File: src/rtl/riscv_check_pkg.sv
// riscv_check_pkg: shared types and constants for the retire checker.
//   - state_e      : checker FSM states (IDLE, RUN, PASS_ST, FAIL_ST)
//   - FC_*         : FAIL_CODE encodings
//   - *_DEF        : default sizing for the checker and its table
package riscv_check_pkg;

  localparam int NUM_TEST_DEF       = 21;
  localparam int IDX_W_DEF          = 5;
  localparam int TIMEOUT_CYCLES_DEF = 100000;

  typedef enum logic [1:0] {
    ST_IDLE = 2'd0,
    ST_RUN  = 2'd1,
    ST_PASS = 2'd2,
    ST_FAIL = 2'd3
  } state_e;

  localparam logic [1:0] FC_MISMATCH   = 2'b00;
  localparam logic [1:0] FC_SKIPPED    = 2'b01;
  localparam logic [1:0] FC_INCOMPLETE = 2'b10;
  localparam logic [1:0] FC_TIMEOUT    = 2'b11;

endpackage

File: src/rtl/retire_exp_table.sv
// retire_exp_table: expected-result table, NUM_TEST x 64-bit registers.
//   Entry layout: {exp_num_inst[31:0], exp_ans[31:0]}.
// Ports:
//   CLK      clock
//   we_i     write strobe (caller gates it by FSM state)
//   waddr_i  write index; indices >= NUM_TEST are dropped here
//   wdata_i  entry to write
//   raddr_i  combinational read index (checker pointer)
//   rdata_o  entry at raddr_i, zero when raddr_i is out of range
// Storage has no reset so a loaded table survives a checker reset.
module retire_exp_table
  import riscv_check_pkg::*;
#(
  parameter int NUM_TEST = NUM_TEST_DEF,
  parameter int IDX_W    = IDX_W_DEF
) (
  input  logic             CLK,
  input  logic             we_i,
  input  logic [IDX_W-1:0] waddr_i,
  input  logic [63:0]      wdata_i,
  input  logic [IDX_W-1:0] raddr_i,
  output logic [63:0]      rdata_o
);

  localparam logic [IDX_W:0] NT_W = (IDX_W+1)'(NUM_TEST);

  logic [63:0] mem_q [NUM_TEST];

  always_ff @(posedge CLK) begin
    if (we_i && ({1'b0, waddr_i} < NT_W)) mem_q[waddr_i] <= wdata_i;
  end

  // The pointer legitimately reaches NUM_TEST after the final entry passes.
  assign rdata_o = ({1'b0, raddr_i} < NT_W) ? mem_q[raddr_i] : 64'd0;

endmodule

File: config.mk
export PLATFORM = sky130hd
export DESIGN_NAME = retire_exp_table
export DESIGN_NICKNAME = d
export VERILOG_FILES = /design/src/rtl/riscv_check_pkg.sv /design/src/rtl/retire_exp_table.sv
export SDC_FILE = /design/constraint.sdc
export NUM_CORES = 1
export LEC_CHECK = 0
export ABC_AREA = 1
export CAP_MARGIN = 20
export CORE_ASPECT_RATIO = 1.75
export CORE_MARGIN = 4
export CORE_UTILIZATION = 30
export DETAILED_ROUTE_END_ITERATION = 16
export PLACE_DENSITY = 0.53
export SYNTH_ARGS = -nofsm -noshare
export SYNTH_HDL_FRONTEND = slang
export SYNTH_SLANG_ARGS = --single-unit
File: constraint.sdc
create_clock -name CLK -period 5.3 [get_ports CLK]
set_clock_uncertainty 0.2 [all_clocks]
set_input_delay 1.06 -clock CLK [delete_from_list [all_inputs] [get_ports CLK]]
set_output_delay 1.06 -clock CLK [all_outputs]
set_load 0.02 [all_outputs]
==> impl_metrics.prom, run 1 <==
# TYPE chip_impl_metric gauge
chip_impl_info{name="outcome",value="finished, final reports clean"} 1
chip_impl_metric{name="detail_route.first_pass.iterations",unit=""} 7
chip_impl_metric{name="ys_ff_latch",unit=""} 1344
chip_impl_metric{name="synthToLayoutAreaGrowth",unit="%"} 16.2
chip_impl_info{name="dominantRegCellSynth",value="sky130_fd_sc_hd__edfxtp_1"} 1
chip_impl_metric{name="drive_gt1_share",unit="%"} 6.85
chip_impl_metric{name="totalWireLength",unit="microns"} 161000
chip_impl_metric{name="setup-tns-final",unit="ns"} 0
chip_impl_metric{name="grt_pass1_wl",unit="microns"} 235000
chip_impl_metric{name="synth_top_cell_area_share",unit="%"} 73.6
chip_impl_metric{name="remaining_drc_errors",unit=""} 0
chip_impl_metric{name="max_clock_freq",unit="GHz"} 0.195
chip_impl_metric{name="worst-slew-pin-transition",unit="ns"} 0.951
chip_impl_info{name="cts_tree",value="yes"} 1
chip_impl_metric{name="number_of_antenna_violations_at_the_first_check_in_global_routing",unit=""} 14
chip_impl_metric{name="synth_adder_area_share",unit="%"} 0
chip_impl_metric{name="starting_density_of_the_core",unit="%"} 30.2
chip_impl_metric{name="synth_cell_type_count",unit=""} 25
chip_impl_info{name="netlist.top_cell.by_area",value="sky130_fd_sc_hd__edfxtp_1"} 1
chip_impl_metric{name="number_of_buffers_inserted_by_hold_repair_at_cts",unit=""} 0
chip_impl_info{name="criticalPathCategory",value="primary input to output pin"} 1
chip_impl_metric{name="leakage",unit="nW"} 22.9
chip_impl_metric{name="cts_max_path_buffers",unit=""} 3
chip_impl_metric{name="finalWeightedCongestion",unit=""} 0.744
chip_impl_metric{name="number_of_cells_upsized_or_downsized_after_cts",unit=""} 0
chip_impl_metric{name="avgViaCountPerCell",unit=""} 4.81
chip_impl_metric{name="netlist_instances",unit=""} 4757
chip_impl_info{name="cts_root_buf",value="sky130_fd_sc_hd__clkbuf_16"} 1
chip_impl_info{name="yosys-top-cells-area",value="sky130_fd_sc_hd__edfxtp_1 (74%), sky130_fd_sc_hd__nor2_1 (6.2%), sky130_fd_sc_hd__nand2_1 (6.2%)"} 1
chip_impl_metric{name="final_antenna_net_count",unit=""} 0
chip_impl_metric{name="critical_path_peak_fanout",unit=""} 34
chip_impl_metric{name="num_io_pins",unit=""} 140
chip_impl_metric{name="worstHoldPathCells",unit=""} 1
chip_impl_metric{name="finish.net_count",unit=""} 4945
chip_impl_metric{name="holdWs",unit="ns"} 1.16
chip_impl_metric{name="maxSlewHeadroom",unit="%"} 36.4
chip_impl_info{name="largest_register",value="mem_q"} 1
chip_impl_metric{name="timing.final.setup_violations",unit=""} 0
chip_impl_info{name="synth_top_cells_by_count",value="sky130_fd_sc_hd__edfxtp_1 (1344), sky130_fd_sc_hd__nor2_1 (912), sky130_fd_sc_hd__nand2_1 (911), sky130_fd_sc_hd__o21ai_0 (453), sky130_fd_sc_hd__inv_1 (372)"} 1
chip_impl_metric{name="detail_route.iter0.violations",unit=""} 2906
chip_impl_info{name="biggestRegsByFlops",value="mem_q x1344"} 1
chip_impl_metric{name="overflow_after_grt",unit=""} 0
chip_impl_metric{name="via_count",unit=""} 35500
chip_impl_metric{name="postSynthNetCount",unit=""} 4833
chip_impl_metric{name="synth_enable_flop_cells",unit=""} 1344
chip_impl_metric{name="timing_max_transition_violations_final",unit=""} 0
chip_impl_metric{name="fp.coreArea",unit="sq mm"} 0.182
chip_impl_info{name="worstHoldPathType",value="primary input to flip-flop"} 1
chip_impl_metric{name="maximum_number_of_pins_on_one_net_before_global_route_repair",unit=""} 143
chip_impl_metric{name="synthesis.area",unit="sq mm"} 0.0549
chip_impl_metric{name="postPlaceCellArea",unit="sq mm"} 0.0598
chip_impl_metric{name="average_wire_per_cell_in_the_routed_design",unit="microns"} 21.8
chip_impl_metric{name="die_height",unit="microns"} 574
chip_impl_metric{name="synth_sequential_area_ratio",unit="%"} 73.6
chip_impl_metric{name="async_flop_share",unit="%"} 0
chip_impl_metric{name="gr-usage-all-layers",unit="%"} 16.5
chip_impl_info{name="crit_start_category",value="primary input"} 1
chip_impl_info{name="timing.critical_path.slowest_stage_cell",value="sky130_fd_sc_hd__clkdlybuf4s50_1"} 1
chip_impl_info{name="yosysMostFrequentCell",value="sky130_fd_sc_hd__edfxtp_1"} 1
chip_impl_metric{name="worst-endpoint-required",unit="ns"} 4.04
chip_impl_metric{name="post_layout_total_power",unit="W"} 0.0222
chip_impl_metric{name="clk_pin_slew_worst_paths",unit="ns"} 0.07
chip_impl_metric{name="max_capacitance_violation_count",unit=""} 0
chip_impl_metric{name="dieWidth",unit="microns"} 331
chip_impl_metric{name="cpPeakStageDelay",unit="ns"} 0.64
chip_impl_metric{name="yosys.area_share.xor_xnor",unit="%"} 0
chip_impl_info{name="endpoint_kind",value="output pin"} 1
chip_impl_metric{name="post_synthesis_compound_gate_area_fraction",unit="%"} 5.74
chip_impl_metric{name="synth_mux_area_share",unit="%"} 0
chip_impl_metric{name="synthesis.yosys.warnings",unit=""} 0
chip_impl_metric{name="synth_area_in_simple_gates",unit="%"} 15.8
chip_impl_metric{name="htreeDepth",unit=""} 3
chip_impl_metric{name="post-cts-setup-buffer-count",unit=""} 0
chip_impl_info{name="rsz0062_at_grt",value="false"} 1
chip_impl_metric{name="postSynthAreaPerCell",unit="sq um"} 11.5
chip_impl_metric{name="clock_sink_total",unit=""} 1344
chip_impl_metric{name="dpl.hpwl",unit="microns"} 84500
chip_impl_metric{name="fin_crit",unit="ns"} 5.12
chip_impl_info{name="synth_top_family_by_area",value="simple AND/OR/NAND/NOR gates"} 1
chip_impl_metric{name="hold_viol",unit=""} 0
chip_impl_info{name="hold_path.startpoint",value="wdata_i[54]"} 1
chip_impl_info{name="timing.hold.worst_endpoint",value="mem_q[3][54]"} 1
chip_impl_metric{name="number_of_global_route_vias_before_repair",unit=""} 35000
chip_impl_metric{name="rows",unit=""} 207
chip_impl_metric{name="power_density",unit="mW/mm^2"} 348
chip_impl_metric{name="floorplan.die_area",unit="sq mm"} 0.190
chip_impl_metric{name="fin_crit_sh",unit="%"} 96.6
chip_impl_metric{name="cts_made_buffers",unit=""} 121
chip_impl_metric{name="largest_register_ffs",unit=""} 1344
chip_impl_info{name="timing.critical_path.mode_cell",value="sky130_fd_sc_hd__clkdlybuf4s50_1"} 1
chip_impl_metric{name="stdcell_area",unit="sq mm"} 0.0638
chip_impl_metric{name="port_buffers",unit=""} 139
chip_impl_metric{name="critical_path_arrival",unit="ns"} 3.86
chip_impl_metric{name="vdd_drop_max",unit="V"} 0.000256
chip_impl_info{name="worstPathCellList",value="clkdlybuf4s50_1 > inv_4 > buf_4 > nand3_1 > a21oi_1 > clkdlybuf4s50_1"} 1
-- worst max path at each step --
stage	start	to	slack, ns	cells past startpoint
after floorplan	waddr_i[2]	mem_q[10][0]	0.21	7
after global placement	raddr_i[4]	rdata_o[14]	0.11	6
after detailed placement	raddr_i[4]	rdata_o[26]	0.18	6
after CTS	raddr_i[4]	rdata_o[26]	0.16	6
after global routing	raddr_i[4]	rdata_o[26]	0.06	6
final	raddr_i[4]	rdata_o[33]	0.18	6
-- final cells by class --
| cell class | instances | area, sq um |
|---|---|---|
| Antenna cell | 7 | 17.5 |
| Clock buffer | 143 | 3110 |
| Clock inverter | 86 | 852 |
| Fill cell | 17800 | 118000 |
| Inverter | 376 | 1440 |
| Multi-Input combinational cell | 2769 | 12000 |
| Sequential cell | 1344 | 40400 |
| Tap cell | 2403 | 3010 |
| Timing Repair Buffer | 257 | 2980 |
-- cells by family (layout without fill, tap and decap cells) --
| group | count (synthesis) | count (layout) |
|---|---|---|
| other cells | 0 | 7 |
| compound gates | 591 | 591 |
| simple gates | 2178 | 2178 |
| flops | 1344 | 1344 |
| buf+inv | 644 | 862 |
-- critical path: cells and delay by family --
kind	cells	cell delay (ns)
compound gates	1	0.25
buf+inv	4	2.27
simple gates	1	0.25
-- routing by layer --
layer  GRT usage [%]  vias up  part of all wire (%)
met5               0        -                     0
met4            5.33        0                   2.5
met3            2.16      222                   4.8
met2            29.0      976                    51
met1            20.9    17900                    42
li1                -    16400                     -
-- layout by cell type, fill, tap and decap left out, types with 3 or more instances in the layout --
cell type                         instances
sky130_fd_sc_hd__clkinvlp_4               4
sky130_fd_sc_hd__nor3_1                  54
sky130_fd_sc_hd__nor2_4                  23
sky130_fd_sc_hd__inv_6                    3
sky130_fd_sc_hd__edfxtp_1              1344
sky130_fd_sc_hd__o22ai_1                 32
sky130_fd_sc_hd__clkinv_2                23
sky130_fd_sc_hd__nand3_1                265
sky130_fd_sc_hd__o21ai_1                 27
sky130_fd_sc_hd__clkdlybuf4s50_1        130
sky130_fd_sc_hd__clkinv_1                36
sky130_fd_sc_hd__bufinv_16               14
sky130_fd_sc_hd__nand2_1                910
sky130_fd_sc_hd__nor2_1                 889
sky130_fd_sc_hd__clkbuf_1                22
sky130_fd_sc_hd__buf_4                   67
sky130_fd_sc_hd__and3_1                  23
sky130_fd_sc_hd__buf_12                  57
sky130_fd_sc_hd__inv_1                  370
sky130_fd_sc_hd__o211ai_1                28
sky130_fd_sc_hd__clkbuf_16              121
sky130_fd_sc_hd__o221ai_1                20
sky130_fd_sc_hd__a21oi_1                 30
sky130_fd_sc_hd__o21ai_0                453
sky130_fd_sc_hd__or2_2                   11
sky130_fd_sc_hd__diode_2                  7
-- through the flow --
stage	setup slack [ns]	cells	util, %
6_report	0.181	7385	35.1
5_1_grt	0.0574	7383	35.1
3_5_place_dp	0.178	7149	32.9
3_3_place_gp	0.107	7149	32.9
2_1_floorplan	0.206	4757	-
4_1_cts	0.157	7378	35.1
-- power breakdown --
part | switching [W] | total [W] | internal, W
sequential | 0.0000201 | 0.0118 | 0.0118
clock | 0.00397 | 0.00886 | 0.00489
combinational | 0.00107 | 0.00151 | 0.000440
total | 0.00505 | 0.0222 | 0.0171
Power figures use the tool's default switching activity.
==> run 2, diff against run 1 <==
Settings changed: CAP_MARGIN 20 to default, CTS_CLUSTER_DIAMETER from default to 50, DONT_BUFFER_PORTS from default to 1, PLACE_DENSITY 0.53 to 0.52.
==> run 2 against run 1 <==
Against the previous run:
- final area decreased by 2.5%
- first-iteration DRC count increased by 0.58%
- worst setup slack better by 0.45 ns
- die area stayed put
- critical path depth up 3
- sequential cell count unchanged
- maximum frequency up 9.6%
- clock power grew 4.0%
- clock-buffer cell count increased by 11
- via count down 2.3%
- critical path type unchanged
- largest power group unchanged
==> impl_metrics.prom, run 2 (synthesis results as in run 1) <==
# TYPE chip_impl_metric gauge
chip_impl_info{name="outcome",value="finished, final reports clean"} 1
chip_impl_metric{name="largest_register_ffs",unit=""} 1344
chip_impl_metric{name="cts_max_path_buffers",unit=""} 3
chip_impl_metric{name="critical_path_peak_fanout",unit=""} 660
chip_impl_metric{name="totalWireLength",unit="microns"} 162000
chip_impl_metric{name="fin_cells",unit=""} 7243
chip_impl_metric{name="gr-usage-all-layers",unit="%"} 16.6
chip_impl_metric{name="dieWidth",unit="microns"} 331
chip_impl_metric{name="finalWeightedCongestion",unit=""} 0.739
chip_impl_metric{name="number_of_global_route_vias_before_repair",unit=""} 34500
chip_impl_metric{name="synthToLayoutAreaGrowth",unit="%"} 13.3
chip_impl_info{name="cts_tree",value="yes"} 1
chip_impl_info{name="timing.critical_path.mode_cell",value="sky130_fd_sc_hd__nor2_1"} 1
chip_impl_metric{name="drive_gt1_share",unit="%"} 6.91
chip_impl_info{name="endpoint_kind",value="output pin"} 1
chip_impl_info{name="cts_root_buf",value="sky130_fd_sc_hd__clkbuf_16"} 1
chip_impl_metric{name="port_buffers",unit=""} 0
chip_impl_metric{name="critical_path_cell_count",unit=""} 9
chip_impl_metric{name="worst-endpoint-required",unit="ns"} 4.04
chip_impl_metric{name="overflow_after_grt",unit=""} 0
chip_impl_metric{name="rows",unit=""} 207
chip_impl_metric{name="floorplan.die_area",unit="sq mm"} 0.190
chip_impl_metric{name="dpl.cell_count",unit=""} 7006
chip_impl_metric{name="maximum_number_of_pins_on_one_net_before_global_route_repair",unit=""} 661
chip_impl_metric{name="detail_route.iter0.violations",unit=""} 2923
chip_impl_metric{name="post-cts-setup-buffer-count",unit=""} 0
chip_impl_info{name="criticalPathCategory",value="primary input to output pin"} 1
chip_impl_info{name="crit_start_category",value="primary input"} 1
chip_impl_metric{name="num_io_pins",unit=""} 140
chip_impl_metric{name="avgViaCountPerCell",unit=""} 4.79
chip_impl_info{name="timing.critical_path.slowest_stage_cell",value="sky130_fd_sc_hd__inv_8"} 1
chip_impl_metric{name="die_height",unit="microns"} 574
chip_impl_info{name="timing.critical_path.max_delay_family",value="buffers and inverters"} 1
chip_impl_metric{name="starting_density_of_the_core",unit="%"} 30.2
chip_impl_metric{name="dpl.hpwl",unit="microns"} 80200
chip_impl_metric{name="vdd_drop_max",unit="V"} 0.000258
chip_impl_metric{name="clk_pin_slew_worst_paths",unit="ns"} 0.07
chip_impl_metric{name="number_of_buffers_inserted_by_hold_repair_at_cts",unit=""} 0
chip_impl_metric{name="cts_made_buffers",unit=""} 130
chip_impl_metric{name="cpPeakStageDelay",unit="ns"} 0.49
chip_impl_info{name="largest_register",value="mem_q"} 1
chip_impl_metric{name="via_count",unit=""} 34700
chip_impl_info{name="rsz0062_at_grt",value="false"} 1
chip_impl_metric{name="worst-path-buf-inv",unit=""} 3
chip_impl_metric{name="leakage",unit="nW"} 22.4
chip_impl_metric{name="final_antenna_net_count",unit=""} 0
chip_impl_info{name="worstPathCellList",value="inv_8 > buf_12 > nor2_1 > nor3_1 > nor2_1 > nand2_1 > nand3_1 > a21oi_1 > buf_4"} 1
chip_impl_metric{name="htreeDepth",unit=""} 4
chip_impl_metric{name="maxSlewHeadroom",unit="%"} 2.27
chip_impl_metric{name="max_capacitance_violation_count",unit=""} 0
chip_impl_metric{name="worst-slew-pin-transition",unit="ns"} 1.47
chip_impl_info{name="critical_path.endpoint",value="rdata_o[46]"} 1
chip_impl_metric{name="grt_pass1_wl",unit="microns"} 235000
chip_impl_info{name="biggestRegsByFlops",value="mem_q x1344"} 1
chip_impl_metric{name="number_of_cells_upsized_or_downsized_after_cts",unit=""} 0
chip_impl_info{name="layout.cells.most_common_list",value="sky130_fd_sc_hd__edfxtp_1 (1344), sky130_fd_sc_hd__nand2_1 (910), sky130_fd_sc_hd__nor2_1 (889)"} 1
chip_impl_metric{name="critical_path_arrival",unit="ns"} 3.41
chip_impl_metric{name="detail_route.first_pass.iterations",unit=""} 5
chip_impl_metric{name="number_of_antenna_violations_at_the_first_check_in_global_routing",unit=""} 4
chip_impl_metric{name="remaining_drc_errors",unit=""} 0
chip_impl_metric{name="max_clock_freq",unit="GHz"} 0.214
chip_impl_info{name="worstHoldPathType",value="primary input to flip-flop"} 1
chip_impl_metric{name="power_density",unit="mW/mm^2"} 355
chip_impl_metric{name="timing.final.setup_violations",unit=""} 0
chip_impl_info{name="critPathLaunch",value="raddr_i[0]"} 1
chip_impl_metric{name="average_wire_per_cell_in_the_routed_design",unit="microns"} 22.3
chip_impl_metric{name="hold_viol",unit=""} 0
chip_impl_info{name="mostFrequentLayoutCell",value="sky130_fd_sc_hd__edfxtp_1"} 1
chip_impl_metric{name="setup-tns-final",unit="ns"} 0
chip_impl_metric{name="fin_crit_sh",unit="%"} 88.1
chip_impl_metric{name="finish.net_count",unit=""} 4811
chip_impl_metric{name="clock_sink_total",unit=""} 1344
chip_impl_metric{name="fp.coreArea",unit="sq mm"} 0.182
chip_impl_metric{name="fin_crit",unit="ns"} 4.67
chip_impl_metric{name="timing_max_transition_violations_final",unit=""} 0
==> run 2: cell types whose count changed in the layout (fill, tap and decap cells not counted), moves of 2 or more <==
| cell | delta |
|---|---|
| sky130_fd_sc_hd__buf_12 | -28 |
| sky130_fd_sc_hd__inv_6 | +7 |
| sky130_fd_sc_hd__clkinvlp_4 | -2 |
| sky130_fd_sc_hd__clkinv_16 | -2 |
| sky130_fd_sc_hd__clkbuf_16 | +11 |
| sky130_fd_sc_hd__diode_2 | -4 |
| sky130_fd_sc_hd__bufinv_16 | -2 |
| sky130_fd_sc_hd__buf_4 | +18 |
| sky130_fd_sc_hd__clkdlybuf4s50_1 | -130 |
| sky130_fd_sc_hd__clkinv_2 | -7 |
| sky130_fd_sc_hd__buf_8 | -2 |
==> run 2: worst min path at each step <==
stage           startpoint            end  slack (ns)  depth (start not counted)
2_1_floorplan   wdata_i[0]    mem_q[0][0]        0.96                          0
3_3_place_gp    wdata_i[1]   mem_q[20][1]        0.96                          0
3_5_place_dp    wdata_i[1]   mem_q[20][1]        0.96                          0
4_1_cts         wdata_i[1]   mem_q[20][1]        0.15                          0
5_1_grt        wdata_i[24]  mem_q[20][24]        0.15                          0
6_report       wdata_i[31]  mem_q[11][31]        0.21                          0
==> run 2: routing by layer <==
| metal | track usage (%) | wire (microns) |
|---|---|---|
| met2 | 30.0 | 82800 |
| met1 | 20.5 | 66300 |
| met3 | 3.03 | 9170 |
| met5 | 0 | 13 |
| met4 | 4.30 | 3520 |
==> run 2: stage by stage <==
stage	utilization [%]	hold slack (ns)	setup WS [ns]	total power [W]	area [sq um]
after global routing	34.2	0.150	0.655	0.0228	62200
after CTS	34.2	0.146	0.824	0.0223	62200
final	34.2	0.207	0.631	0.0221	62200
after global placement	31.9	0.961	0.786	0.0131	58000
after detailed placement	31.9	0.961	0.828	0.0131	58000
after floorplan	-	0.959	0.206	0.0128	54900
==> run 2: power breakdown <==
group | internal [W] | leakage [nW] | switching (W) | total, W
clock | 0.00518 | 2.02 | 0.00402 | 0.00921
combinational | 0.000324 | 8.25 | 0.000741 | 0.00107
sequential | 0.0118 | 12.1 | 0.0000196 | 0.0118
total | 0.0173 | 22.4 | 0.00478 | 0.0221
==> run 2: area by class of cell <==
class / instances / area [sq um]
fillers: 17800 / 120000
well taps: 2403 / 3010
multi-input cells: 2769 / 12000
clock inverters: 80 / 762
repair buffers: 114 / 1220
inverters: 376 / 1440
diodes: 3 / 7.51
clock buffers: 154 / 3390
flip-flops and latches: 1344 / 40400
